===== src/rtl/sprite_compositor_pkg.sv =====
// Shared display package: colour constants, block-type codes and background lookup.
package sprite_compositor_pkg;

  localparam int unsigned RGB_W        = 12;
  localparam int unsigned BLOCK_TYPE_W = 3;

  localparam logic [RGB_W-1:0] BLACK        = 12'h000;
  localparam logic [RGB_W-1:0] BLOCK0_COLOR = 12'hF00;
  localparam logic [RGB_W-1:0] BLOCK1_COLOR = 12'h00F;
  localparam logic [RGB_W-1:0] OTHER_COLOR  = 12'hCCC;

  localparam logic [BLOCK_TYPE_W-1:0] BLK_TYPE0 = 3'd0;
  localparam logic [BLOCK_TYPE_W-1:0] BLK_TYPE1 = 3'd1;

  function automatic logic [RGB_W-1:0] blockColor(input logic [BLOCK_TYPE_W-1:0] blk);
    logic [RGB_W-1:0] c;
    c = OTHER_COLOR;
    if (blk == BLK_TYPE0) begin
      c = BLOCK0_COLOR;
    end else if (blk == BLK_TYPE1) begin
      c = BLOCK1_COLOR;
    end
    return c;
  endfunction

endpackage


===== src/rtl/sprite_hit_test.sv =====
// One sprite: frame-stable shadow registers plus the pixel-in-bounds compare.
module sprite_hit_test
  import sprite_compositor_pkg::*;
#(
  parameter int SPRITE_W = 32,
  parameter int SPRITE_H = 32,
  parameter int COORD_W  = 10
) (
  input  logic                 clk,
  input  logic                 rst,
  input  logic                 frameStart,
  input  logic [COORD_W-1:0]   hCount,
  input  logic [COORD_W-1:0]   vCount,
  input  logic [2*COORD_W-1:0] posIn,
  input  logic                 enIn,
  input  logic [RGB_W-1:0]     colorIn,
  output logic                 hit,
  output logic [RGB_W-1:0]     color
);

  localparam logic [COORD_W:0] WExt = (COORD_W + 1)'(SPRITE_W);
  localparam logic [COORD_W:0] HExt = (COORD_W + 1)'(SPRITE_H);

  logic [COORD_W-1:0] xQ;
  logic [COORD_W-1:0] yQ;
  logic               enQ;
  logic [RGB_W-1:0]   colorQ;

  always_ff @(posedge clk) begin
    if (rst) begin
      xQ     <= '0;
      yQ     <= '0;
      enQ    <= 1'b0;
      colorQ <= '0;
    end else if (frameStart) begin
      xQ     <= posIn[2*COORD_W-1:COORD_W];
      yQ     <= posIn[COORD_W-1:0];
      enQ    <= enIn;
      colorQ <= colorIn;
    end
  end

  // One extra bit so x+W never wraps; the top test is rewritten as v+H > y to avoid y-H underflow.
  logic [COORD_W:0] xRight;
  logic [COORD_W:0] vPlusH;

  always_comb begin
    xRight = {1'b0, xQ} + WExt;
    vPlusH = {1'b0, vCount} + HExt;
    hit    = enQ
           && (hCount >= xQ) && ({1'b0, hCount} < xRight)
           && (vCount <= yQ) && (vPlusH > {1'b0, yQ});
  end

  assign color = colorQ;

endmodule


===== src/rtl/sprite_compositor.sv =====
// Two-stage sprite compositor with fixed-priority overlap and per-frame block collision flags.
module sprite_compositor
  import sprite_compositor_pkg::*;
#(
  parameter int NUM_SPRITES = 4,
  parameter int SPRITE_W    = 32,
  parameter int SPRITE_H    = 32,
  parameter int COORD_W     = 10
) (
  input  logic                           clk,
  input  logic                           rst,
  input  logic                           frameStart,
  input  logic                           bright,
  input  logic [COORD_W-1:0]             hCount,
  input  logic [COORD_W-1:0]             vCount,
  input  logic [NUM_SPRITES*2*COORD_W-1:0] spritePos,
  input  logic [NUM_SPRITES-1:0]         spriteEn,
  input  logic [NUM_SPRITES*RGB_W-1:0]   spriteColor,
  input  logic [BLOCK_TYPE_W-1:0]        blockType,
  output logic [RGB_W-1:0]               rgb,
  output logic [NUM_SPRITES-1:0]         collisionFlags
);

  logic [NUM_SPRITES-1:0] hitVec;
  logic [RGB_W-1:0]       sprColor [NUM_SPRITES];

  for (genvar i = 0; i < NUM_SPRITES; i++) begin : gSprite
    sprite_hit_test #(
      .SPRITE_W(SPRITE_W),
      .SPRITE_H(SPRITE_H),
      .COORD_W (COORD_W)
    ) uHit (
      .clk       (clk),
      .rst       (rst),
      .frameStart(frameStart),
      .hCount    (hCount),
      .vCount    (vCount),
      .posIn     (spritePos[i*2*COORD_W +: 2*COORD_W]),
      .enIn      (spriteEn[i]),
      .colorIn   (spriteColor[i*RGB_W +: RGB_W]),
      .hit       (hitVec[i]),
      .color     (sprColor[i])
    );
  end

  // Stage 1
  logic [NUM_SPRITES-1:0]  hitQ;
  logic [BLOCK_TYPE_W-1:0] blockQ;
  logic                    brightQ;

  always_ff @(posedge clk) begin
    if (rst) begin
      hitQ    <= '0;
      blockQ  <= '0;
      brightQ <= 1'b0;
    end else begin
      hitQ    <= hitVec;
      blockQ  <= blockType;
      brightQ <= bright;
    end
  end

  // Every covering sprite counts as contact, not only the one that wins the colour.
  logic [NUM_SPRITES-1:0] contact;
  logic [NUM_SPRITES-1:0] accumQ;

  assign contact = (brightQ && (blockQ != BLK_TYPE0)) ? hitQ : '0;

  always_ff @(posedge clk) begin
    if (rst) begin
      accumQ         <= '0;
      collisionFlags <= '0;
    end else if (frameStart) begin
      collisionFlags <= accumQ | contact;
      accumQ         <= '0;
    end else begin
      accumQ <= accumQ | contact;
    end
  end

  // Stage 2
  logic [RGB_W-1:0] rgbD;

  always_comb begin
    rgbD = BLACK;
    if (brightQ) begin
      rgbD = blockColor(blockQ);
      // Descending scan so the lowest hitting index is assigned last and wins.
      for (int i = NUM_SPRITES - 1; i >= 0; i--) begin
        if (hitQ[i]) begin
          rgbD = sprColor[i];
        end
      end
    end
  end

  always_ff @(posedge clk) begin
    if (rst) begin
      rgb <= BLACK;
    end else begin
      rgb <= rgbD;
    end
  end

endmodule


===== config.mk =====
export PLATFORM = sky130hd
export DESIGN_NAME = sprite_compositor
export DESIGN_NICKNAME = d
export VERILOG_FILES = /design/src/rtl/sprite_compositor_pkg.sv /design/src/rtl/sprite_hit_test.sv /design/src/rtl/sprite_compositor.sv
export SDC_FILE = /design/constraint.sdc
export NUM_CORES = 1
export LEC_CHECK = 0
export ABC_AREA = 1
export ABC_CLOCK_PERIOD_IN_PS = 2400
export BUFFER_PORTS_ARGS = -buffer_cell sky130_fd_sc_hd__clkbuf_2
export CORE_MARGIN = 10
export CORE_UTILIZATION = 30
export DETAILED_ROUTE_END_ITERATION = 8
export SLEW_MARGIN = 0
export SYNTH_ARGS = -nofsm -noshare
export SYNTH_HDL_FRONTEND = slang
export SYNTH_SLANG_ARGS = --single-unit

===== constraint.sdc =====
create_clock -name clk -period 2.4 [get_ports clk]
set_clock_uncertainty 0.2 [all_clocks]
set_input_delay 0.12 -clock clk [delete_from_list [all_inputs] [get_ports clk]]
set_output_delay 0.12 -clock clk [all_outputs]
set_load 0.03 [all_outputs]

======== Word level (Yosys, flattened, before mapping) ========
Cells that the tools add are included.
operators by class
  magnitude comparators ................... 16
  bitwise logic cells ..................... 2
  add/subtract/negate cells ............... 5
  reductions and logical operators ........ 21
  eq/ne operators ......................... 1
  multiplexer cells ....................... 7
operators by type and width
  operator                 number
  $mux W12                 6
  $add A10 B6 Y11 const B  5
  $gt A11 B10 Y1           4
  $lt A10 B11 Y1           4
  $ge A10 B10 Y1           4
  $le A10 B10 Y1           4
  $logic_and A1 B1 Y1      17
  $mux W4                  1
  $or A4 B4 Y4             1
  $reduce_or A2 Y1         2
  $eq A3 B1 Y1 const B     1
  $logic_not A3 Y1         1
  $reduce_bool A3 Y1       1
  $not A1 Y1               1
word-level totals
  flip-flop bits (word level) ............. 160
  logic and storage cells ................. 74

======== Longest topological paths before layout ========
Gate-level depths: netlist of run 1.
  depth after elaboration ................. 7
  mapped depth ............................ 12
  depth with buffers taken out ............ 12

======== Modules after synthesis ========
A second synthesis of run 1 with hierarchy kept.
unflattened totals
  cell total of the unflattened synthesis .. 1364
  area, all modules ....................... 9736.8 µm²
by module, submodules not included
  module                                 cells an instance  area each (µm²)  instances
  sprite_hit_test (gSprite[1].uHit ...)  292                2115.8           2
  sprite_hit_test (gSprite[2].uHit)      301                2135.8           1
  sprite_hit_test (gSprite[0].uHit)      294                2122.0           1
  sprite_compositor                      185                1247.4           1

======== Worst setup path before layout of run 1 ========
Ideal clock, no wire load.
  path kind ............................... reg2reg
  from .................................... register gSprite[1].uHit.xQ[5]
  to ...................................... register hitQ[1]
  slack ................................... 640 ps
  data arrival time ....................... 1448 ps
  period minus slack after synthesis ...... 1760 ps
  cell stages (with the launch flop) ...... 9
  buffers on the path ..................... 0
  required time ........................... 2089 ps
  cell sequence ........................... dfxtp_1 > ha_1 > nand3_1 > xor2_1 > ha_1 > nand2_1 > or2_2 > nand3_1 > nor2_1
on the way
  word-level cells in the longest chain between the ends .. 5
  elaborated cells between the ends (all ways) .. 7
  classes of those cells .................. 1 x add/sub; 2 x order compare; 4 x reduce/logical
RTL lines
  item                                                          line                                          text
  from (decl)                                                   sprite_hit_test.sv:24                         logic [COORD_W-1:0] xQ;
  from (signal assigned)                                        sprite_hit_test.sv:36                         xQ <= posIn[2*COORD_W-1:COORD_W];
  $add A10 B6 Y11 / $ge A10 B10 Y1 (equally long branches)      sprite_hit_test.sv:48, sprite_hit_test.sv:51
  $lt A10 B11 Y1 / $logic_and A1 B1 Y1 (equally long branches)  sprite_hit_test.sv:51                         && (hCount >= xQ) && ({1'b0, hCount} < xRight)
  $logic_and A1 B1 Y1 *                                         sprite_hit_test.sv:51
  $logic_and A1 B1 Y1 * (2 in a row)                            sprite_hit_test.sv:52                         && (vCount <= yQ) && (vPlusH > {1'b0, yQ});
  to (signal assigned)                                          sprite_compositor.sv:57                       hitQ <= hitVec;
  to (decl)                                                     sprite_compositor.sv:47                       logic [NUM_SPRITES-1:0] hitQ;
Mark *: on every way between the ends. The rest lies on a longest branch, timed or not.
A chain may end at the register's enable or synchronous reset.

======== Final worst setup path of run 1 ========
Ends and elaborated chain as after synthesis.

==> impl_metrics.env, run 1 <==
export IMPL_port_buffers=174
export IMPL_power_density_nw_per_um2=567
export IMPL_ios=175
export IMPL_synthTopCellsByCount="inv_1 (212), nand3_1 (182), nand2_1 (178)"
export IMPL_synth_nets=1579
export IMPL_start_util_pct=30.3
export IMPL_layout_setup_ws_ns=0.501
export IMPL_grt_ovfl_total=0
export IMPL_ys_async_sr_fraction_pct=0
export IMPL_clkLatencyLatePin_ns=0.45
export IMPL_yosysSeqAreaShare_pct=33.6
export IMPL_dp_slack_ns=0.401
export IMPL_wl_met2_um=13900
export IMPL_tritoncts="done"
export IMPL_antenna_left=0
export IMPL_yosysTopAreaCellShare_pct=33.6
export IMPL_relSlewSlack_pct=56.0
export IMPL_ir_drop_uv=513
export IMPL_final_setup_viol_count=0
export IMPL_cp_top_family="simple AND/OR/NAND/NOR gates"
export IMPL_routed_via_density=4.68
export IMPL_num_vias=9342
export IMPL_clock_path_buffers=2
export IMPL_wire_per_inst_um=15.4
export IMPL_yosys_warnings=0
export IMPL_final_nets=1866
export IMPL_tns_ns=0
export IMPL_tightestPinTransition_ns=0.659
export IMPL_die_y_um=198
export IMPL_post_cts_buffers=0
export IMPL_drtPass1Iterations=5
export IMPL_drive_above_1_share_pct=15.9
export IMPL_post_route_period_util_pct=79.1
export IMPL_slowest_delay_ns=0.39
export IMPL_grt_max_degree=141
export IMPL_synth_top_area_cell="dfxtp_1"
export IMPL_synth_most_common_cell="inv_1"
export IMPL_crit_path_end_kind="register"
export IMPL_area_growth_pct=34.0
export IMPL_cts_made_buffers=17
export IMPL_die_w_um=198
export IMPL_worstPathArrival_ns=2.05
export IMPL_cts_root_buf="clkbuf_16"
export IMPL_ys_seq_elements=160
export IMPL_synthFlopType="dfxtp_1"
export IMPL_track_usage_pct=15.8
export IMPL_rsz0062_at_grt="false"
export IMPL_drt_iter0_drc=443
export IMPL_highest_layer="met4"
export IMPL_syn_area_sq_um=9550
export IMPL_slew_viol_final=0
export IMPL_cp_start_kind="register"
export IMPL_hold_class="primary input to register"
export IMPL_crit_type="register to register"
export IMPL_path_buf_inv=0
export IMPL_status="completed"
export IMPL_p_total_w=0.00725
export IMPL_die_area_sq_um=39400
export IMPL_path_max_fanout=4
export IMPL_finalCriticalPeriod_ns=1.90
export IMPL_fmax_mhz=527
export IMPL_dp_hpwl_um=22700
export IMPL_ys_types=28
export IMPL_antenna_found_initial=0
export IMPL_p_leak_nw=5.81
export IMPL_synthTopCellsByArea="dfxtp_1 (34%), ha_1 (16%), nand3_1 (9.5%)"
export IMPL_first_global_vias=9430
export IMPL_wl_met3_um=1540
export IMPL_cts_sinks=160
export IMPL_drc=0
export IMPL_num_rows=65
export IMPL_htree_levels=4
export IMPL_hold_viol=0
export IMPL_synth_edf_count=0
export IMPL_wl_met1_um=14800
export IMPL_clk_pin_slew_ns=0.07
export IMPL_core_area_sq_um=31500
export IMPL_syn_avg_cell_area_sq_um=7.37
export IMPL_required_ns=2.55
export IMPL_routed_wl_um=30800
export IMPL_cap_violations=0
export IMPL_grt_pass1_wl_um=49800
export IMPL_gp_congestion=0.861
export IMPL_crit_slowest_cell="dfxtp_1"
export IMPL_netlist_instances=1295
export IMPL_worstPathCellList="ha_1 > nand3_1 > xor2_1 > ha_1 > nand2_1 > or2_2 > nand3_1 > nor2_1"
-- tightest hold or removal path: stages --
cell,delay (ns)
buf_4,0.13
buf_12,0.25
nand3_1,0.15
o21ai_0,0.07
-- placed cells by master (no fill, tap or decap), drive strengths merged, types with 4 or more instances in the layout --
| cell | netlist | final |
|---|---|---|
| a21oi | 78 | 78 |
| o21a | 4 | 4 |
| o21ai | 155 | 155 |
| clkbuf | 34 | 194 |
| dfxtp | 160 | 160 |
| o21bai | 5 | 5 |
| ha | 125 | 125 |
| nor2 | 80 | 80 |
| xor2 | 10 | 10 |
| nand3 | 182 | 182 |
| buf | 21 | 10 |
| dlygate4sd3 | 0 | 140 |
| nand2 | 178 | 178 |
| clkinvlp | 0 | 4 |
| xnor2 | 5 | 5 |
| nand4 | 7 | 7 |
| inv | 212 | 214 |
| o211ai | 22 | 22 |
| a21o | 8 | 8 |
-- state kept, by name, summed over array words and instances (netlist names) --
register	cells
accumQ	4
blockQ	3
brightQ	1
collisionFlags	4
gSprite.uHit.color	48
gSprite.uHit.enQ	4
gSprite.uHit.xQ	40
gSprite.uHit.yQ	40
hitQ	4
rgb	12
-- final cells by class --
type	instances	area, sq um
clock inverter	11	130
antenna	1	2.50
inverter	212	798
tap	402	503
clock buffer	21	470
timing repair buffer	323	2400
multi-input combinational	868	5280
sequential	160	3200
fill	3175	18700
-- what timing repair did --
| item | in CTS | in global routing |
|---|---|---|
| hold buffers | 140 | 0 |
| hold endpoints to repair | 136 | 0 |
| gates resized for setup | 0 | 0 |
-- final timing paths --
check	from	end	slack [ns]	depth (start not counted)
worst max register to register	gSprite[1].uHit.xQ[5]	hitQ[1]	0.50	8
worst max-delay path	gSprite[1].uHit.xQ[5]	hitQ[1]	0.50	8
worst min-delay path	frameStart	gSprite[1].uHit.xQ[2]	0.12	4
worst min register to register	gSprite[0].uHit.color[5]	gSprite[0].uHit.color[5]	0.26	2
-- where the power goes --
part           switching, W  leakage [nW]  internal, W  total [W]
clock network       0.00122         0.282      0.00162    0.00284
registers         0.0000660          1.32      0.00280    0.00287
logic              0.000862          4.21     0.000676    0.00154
total               0.00215          5.81      0.00510    0.00725
-- per-layer routing --
layer | global-route usage [%] | vias up
met4 | 4.53 | 0
li1 | - | 4859
met1 | 20.8 | 4254
met2 | 25.2 | 198
met5 | 0 | -
met3 | 3.62 | 31
-- through the flow --
stage	instance area (sq um)	utilization, %	cells	hold slack [ns]
floorplan	9550	-	1295	0.0270
global placement	10800	34.3	1825	0.128
detailed placement	10800	34.3	1825	0.125
CTS	12800	40.6	1997	0.140
global route	12800	40.6	1997	0.169
finish	12800	40.6	1998	0.124
-- cells by family after synthesis --
kind of cell,after synthesis,share of synthesized area (%)
AND/OR/NAND/NOR,451,20.4
AO/OA/AOI/OAI,277,17.1
buffers and inverters,267,11.2
flip-flops,160,33.6
adder cells (fa/ha/maj),125,16.4
XOR/XNOR,15,1.38
Note: power is estimated with default switching activity, not from simulation.
==> run 2, diff against run 1 <==
- ABC_CLOCK_PERIOD_IN_PS: 2400 -> 1900
- clock period: 2.4 -> 1.9 ns (I/O delays scaled with it)
==> run 2 against run 1 <==
Flip-flop and latch count unchanged; largest power group unchanged; clock power grew 20%; cell count grew 2.2%; routed wire length increased by 3.3%; sequential share of layout area is 0.88 points lower; via count increased by 2.8%; design area grew 4.1%.
==> impl_metrics.env, run 2 (same netlist as run 1, synthesis figures left out) <==
export IMPL_status="completed"
export IMPL_antenna_found_initial=2
export IMPL_gp_congestion=0.918
export IMPL_port_buffers=174
export IMPL_largest_register_ffs=48
export IMPL_final_setup_viol_count=0
export IMPL_finalCriticalPeriod_ns=1.81
export IMPL_drc=0
export IMPL_tns_ns=0
export IMPL_crit_slowest_cell="dfxtp_2"
export IMPL_slew_viol_final=0
export IMPL_grt_ovfl_total=0
export IMPL_area_growth_pct=39.4
export IMPL_first_global_vias=9692
export IMPL_timing_rr_start="gSprite[3].uHit.xQ[5]"
export IMPL_track_usage_pct=16.1
export IMPL_num_vias=9600
export IMPL_drtPass1Iterations=5
export IMPL_worst_r2r_cell_count=9
export IMPL_hold_depth=3
export IMPL_final_common_cell="inv_1"
export IMPL_final_util_pct=42.3
export IMPL_hold_class="primary input to register"
export IMPL_clk_pin_slew_ns=0.07
export IMPL_tritoncts="done"
export IMPL_clkLatencyLatePin_ns=0.45
export IMPL_stdcell_count=2042
export IMPL_min_from="frameStart"
export IMPL_place_area_sq_um=11000
export IMPL_worstPathArrival_ns=2.00
export IMPL_core_area_sq_um=31500
export IMPL_grt_pass1_wl_um=50500
export IMPL_cp_start_kind="register"
export IMPL_path_buf_inv=1
export IMPL_cts_root_buf="clkbuf_16"
export IMPL_htree_levels=4
export IMPL_multiInputGateArea_sq_um=5420
export IMPL_rsz0062_at_grt="true"
export IMPL_hold_viol=0
export IMPL_required_ns=2.09
export IMPL_die_w_um=198
export IMPL_slowest_delay_ns=0.35
export IMPL_min_to="collisionFlags[0]"
export IMPL_cap_violations=0
export IMPL_crit_path_end_kind="register"
export IMPL_ir_drop_uv=653
export IMPL_drt_iter0_drc=509
export IMPL_cp_top_family="simple AND/OR/NAND/NOR gates"
export IMPL_p_leak_nw=5.97
export IMPL_path_max_fanout=3
export IMPL_post_route_period_util_pct=95.1
export IMPL_antenna_left=0
export IMPL_cts_sinks=160
export IMPL_start_util_pct=30.3
export IMPL_p_total_w=0.00910
export IMPL_clock_path_buffers=2
export IMPL_worstPathCellList="buf_4 > nand3_2 > xor2_1 > ha_1 > a21oi_2 > nor2_1 > nor2_1 > nand3_1 > nor2_1"
export IMPL_cts_made_buffers=17
export IMPL_grt_max_degree=77
export IMPL_power_density_nw_per_um2=684
export IMPL_dp_hpwl_um=23000
export IMPL_final_nets=1908
export IMPL_die_area_sq_um=39400
export IMPL_die_y_um=198
export IMPL_wire_per_inst_um=15.6
export IMPL_fill_cells=3116
export IMPL_layout_common_cells="inv_1 (208), nand3_1 (180), nand2_1 (173), clkbuf_2 (173), dlygate4sd3_1 (156)"
export IMPL_fmax_mhz=553
export IMPL_drive_above_1_share_pct=19.4
export IMPL_rrSetupSlack_ns=0.09
export IMPL_final_cell_area_sq_um=13300
export IMPL_r2r_end="hitQ[3]"
export IMPL_final_seq_area_sq_um=3220
export IMPL_relSlewSlack_pct=57.9
export IMPL_dp_cells=1849
export IMPL_ios=175
export IMPL_cpMostUsedCell="nor2_1"
export IMPL_routed_wl_um=31800
export IMPL_tightestPinTransition_ns=0.631
export IMPL_routed_via_density=4.70
export IMPL_crit_type="register to register"
export IMPL_num_rows=65
-- run 2: cell type report --
cell class,instances,area share (%)
diodes,3,0.0564
clock buffers,17,3.20
clock inverters,15,1.10
inverters,212,6.02
multi-input cells,868,40.8
flip-flops and latches,160,24.2
well taps,402,3.78
repair buffers,365,20.9
-- run 2: worst max-delay path by stage --
stage                          start       to  slack [ns]  cells past startpoint
2_1_floorplan  gSprite[1].uHit.xQ[5]  hitQ[1]        0.14                      8
3_3_place_gp               vCount[5]  hitQ[3]       0.006                     12
3_5_place_dp               vCount[5]  hitQ[0]       -0.02                     12
4_1_cts        gSprite[3].uHit.xQ[6]  hitQ[3]        0.02                      9
5_1_grt        gSprite[0].uHit.xQ[5]  hitQ[0]       -0.01                     12
6_report       gSprite[3].uHit.xQ[5]  hitQ[3]        0.09                      9
-- run 2: per-stage QoR --
step / worst slack [ns] / hold slack (ns)
finish: 0.0932 / 0.0249
global route: -0.00993 / 0.0363
CTS: 0.0209 / 0.000130
detailed placement: -0.0229 / 0.0999
global placement: 0.00561 / 0.102
floorplan: 0.140 / 0.00197
-- run 2: timing repair --
action	in CTS	in global routing
gates cloned	0	1
resized for setup	1	47
endpoints found under the hold margin	138	0
endpoints found under the setup margin	1	12
hold buffers	156	0
setup buffers	0	2
pin swaps	0	24
-- run 2: worst register-to-register path, delay by kind of cell (launching register included) --
family / cells / cell delay (ns)
buf+inv: 1 / 0.13
simple gates: 5 / 0.45
compound gates: 1 / 0.14
fa+ha+maj: 1 / 0.32
xor+xnor: 1 / 0.15
flops: 1 / 0.35
-- run 2: power breakdown --
part | internal, W | switching [W] | total (W)
sequential | 0.00354 | 0.0000854 | 0.00362
clock | 0.00174 | 0.00167 | 0.00341
combinational | 0.000939 | 0.00113 | 0.00207
total | 0.00621 | 0.00289 | 0.00910
-- run 2: layer usage --
| layer | vias up | routed length (um) | GRT usage, % |
|---|---|---|---|
| met1 | 4381 | 14900 | 21.0 |
| li1 | 4946 | - | - |
| met5 | - | 0 | 0 |
| met4 | 0 | 616 | 5.55 |
| met2 | 236 | 14500 | 25.5 |
| met3 | 37 | 1750 | 3.67 |
==> run 3, diff against run 2 <==
- PLACE_DENSITY: default -> 0.52
==> run 3 against run 2 <==
Flip-flop and latch count stayed put; setup slack worse by 0.0075 ns; sequential power hardly changed; power is 0.10% lower; clock-buffer cell count is 1 higher; via count is 3.0% lower; utilization is 0.81 points lower; global-route usage is 0.18 points lower; routed wire length is 3.1% lower; critical path depth stayed put; design area is 1.9% lower; critical endpoint is now hitQ[2].
==> impl_metrics.env, run 3 (same netlist as run 1, synthesis figures left out) <==
export IMPL_antenna_left=0
export IMPL_start_util_pct=30.3
export IMPL_drc=0
export IMPL_relSlewSlack_pct=55.4
export IMPL_layout_common_cells="inv_1 (210), nand3_1 (182), nand2_1 (175)"
export IMPL_die_area_sq_um=39400
export IMPL_ios=175
export IMPL_power_density_nw_per_um2=697
export IMPL_antenna_cells=0
export IMPL_path_buf_inv=1
export IMPL_final_seq_area_sq_um=3210
export IMPL_finalCriticalPeriod_ns=1.81
export IMPL_largest_register_ffs=48
export IMPL_p_total_w=0.00909
export IMPL_tightestPinTransition_ns=0.669
export IMPL_drtPass1Iterations=5
export IMPL_cap_violations=0
export IMPL_routed_via_density=4.61
export IMPL_port_buffers=174
export IMPL_hold_viol=0
export IMPL_num_rows=65
export IMPL_wire_per_inst_um=15.2
export IMPL_tritoncts="done"
export IMPL_required_ns=2.08
export IMPL_cts_root_buf="clkbuf_16"
export IMPL_first_global_vias=9277
export IMPL_drive_above_1_share_pct=18.4
export IMPL_die_w_um=198
export IMPL_num_vias=9314
export IMPL_hold_class="primary input to register"
export IMPL_drt_iter0_drc=440
export IMPL_grt_max_degree=141
export IMPL_startpoint="gSprite[2].uHit.xQ[6]"
export IMPL_post_route_period_util_pct=95.5
export IMPL_crit_path_end_kind="register"
export IMPL_gp_congestion=0.878
export IMPL_final_nets=1891
export IMPL_path_max_fanout=3
export IMPL_multiInputGateArea_sq_um=5350
export IMPL_min_from="rst"
export IMPL_cts_made_buffers=17
export IMPL_antenna_found_initial=0
export IMPL_htree_levels=4
export IMPL_fill_cells=3219
export IMPL_worst_r2r_cell_count=9
export IMPL_stdcell_count=2022
export IMPL_path_depth=9
export IMPL_slew_viol_final=0
export IMPL_dp_hpwl_um=23000
export IMPL_slowest_delay_ns=0.33
export IMPL_grt_ovfl_total=0
export IMPL_crit_slowest_cell="dfxtp_1"
export IMPL_routed_wl_um=30800
export IMPL_timing_rr_start="gSprite[2].uHit.xQ[6]"
export IMPL_cpMostUsedCell="ha_1"
export IMPL_ir_drop_uv=608
export IMPL_final_setup_viol_count=0
export IMPL_final_util_pct=41.5
export IMPL_cp_top_family="adder cells"
export IMPL_cts_sinks=160
export IMPL_dp_cells=1848
export IMPL_p_leak_nw=5.94
export IMPL_clk_pin_slew_ns=0.07
export IMPL_worstPathArrival_ns=2.00
export IMPL_area_growth_pct=36.7
export IMPL_cp_start_kind="register"
export IMPL_track_usage_pct=15.9
export IMPL_status="completed"
export IMPL_final_common_cell="inv_1"
export IMPL_crit_type="register to register"
export IMPL_grt_pass1_wl_um=49700
export IMPL_core_area_sq_um=31500
export IMPL_clkLatencyLatePin_ns=0.44
export IMPL_clock_path_buffers=2
export IMPL_die_y_um=198
export IMPL_hold_depth=6
export IMPL_fmax_mhz=551
export IMPL_worstPathCellList="ha_1 > inv_1 > ha_1 > a21oi_1 > a21boi_0 > nand2_1 > nand2_2 > nand3_1 > nor2_1"
-- run 3: through the flow --
step	setup slack, ns	setup TNS [ns]	hold slack [ns]	instance area, sq um
3_5_place_dp	-0.00153	-0.00153	0.100	11000
2_1_floorplan	0.140	0	0.00197	9550
4_1_cts	0.0524	0	0.113	13000
6_report	0.0857	0	0.131	13100
3_3_place_gp	0.0276	0	0.101	11000
5_1_grt	-0.0104	-0.0104	0.148	13100
-- run 3: worst register-to-register path, cell delays in order (launching register included) --
cell and delay, ns:
dfxtp_1 0.33, ha_1 0.27, inv_1 0.04, ha_1 0.28, a21oi_1 0.13, a21boi_0 0.19, nand2_1 0.10, nand2_2 0.08
nand3_1 0.07, nor2_1 0.08
-- run 3: power breakdown --
group	internal, W	switching, W	leakage [nW]	total (W)
clock network	0.00188	0.00158	0.287	0.00346
logic	0.000905	0.00111	4.33	0.00201
registers	0.00354	0.0000804	1.32	0.00362
total	0.00633	0.00277	5.94	0.00909
-- run 3: final timing paths --
path,endpoint,slack [ns]
worst max-delay path,hitQ[2],0.09
worst min-delay path,hitQ[0],0.13
worst min register to register,gSprite[0].uHit.color[2],0.26
worst max register to register,hitQ[2],0.09
-- run 3: metal layers --
layer  wire length (um)  track usage, %
met5                  0               0
met4                361            3.87
met3               1460            3.70
met2              13900            24.9
met1              15100            21.5
-- run 3: area by class of cell --
cell class	instances	share of cell area (%)
clock inverters	14	1.09
inverters	212	6.12
repair buffers	348	20.0
well taps	402	3.85
flip-flops and latches	160	24.6
multi-input cells	868	41.0
clock buffers	18	3.36
-- run 3: timing repair --
action                                 4_1_cts  5_1_grt
resized for setup                            0       23
setup endpoints to repair                    0        4
hold buffers                               141        0
endpoints found under the hold margin      137        0
setup buffers                                0        1
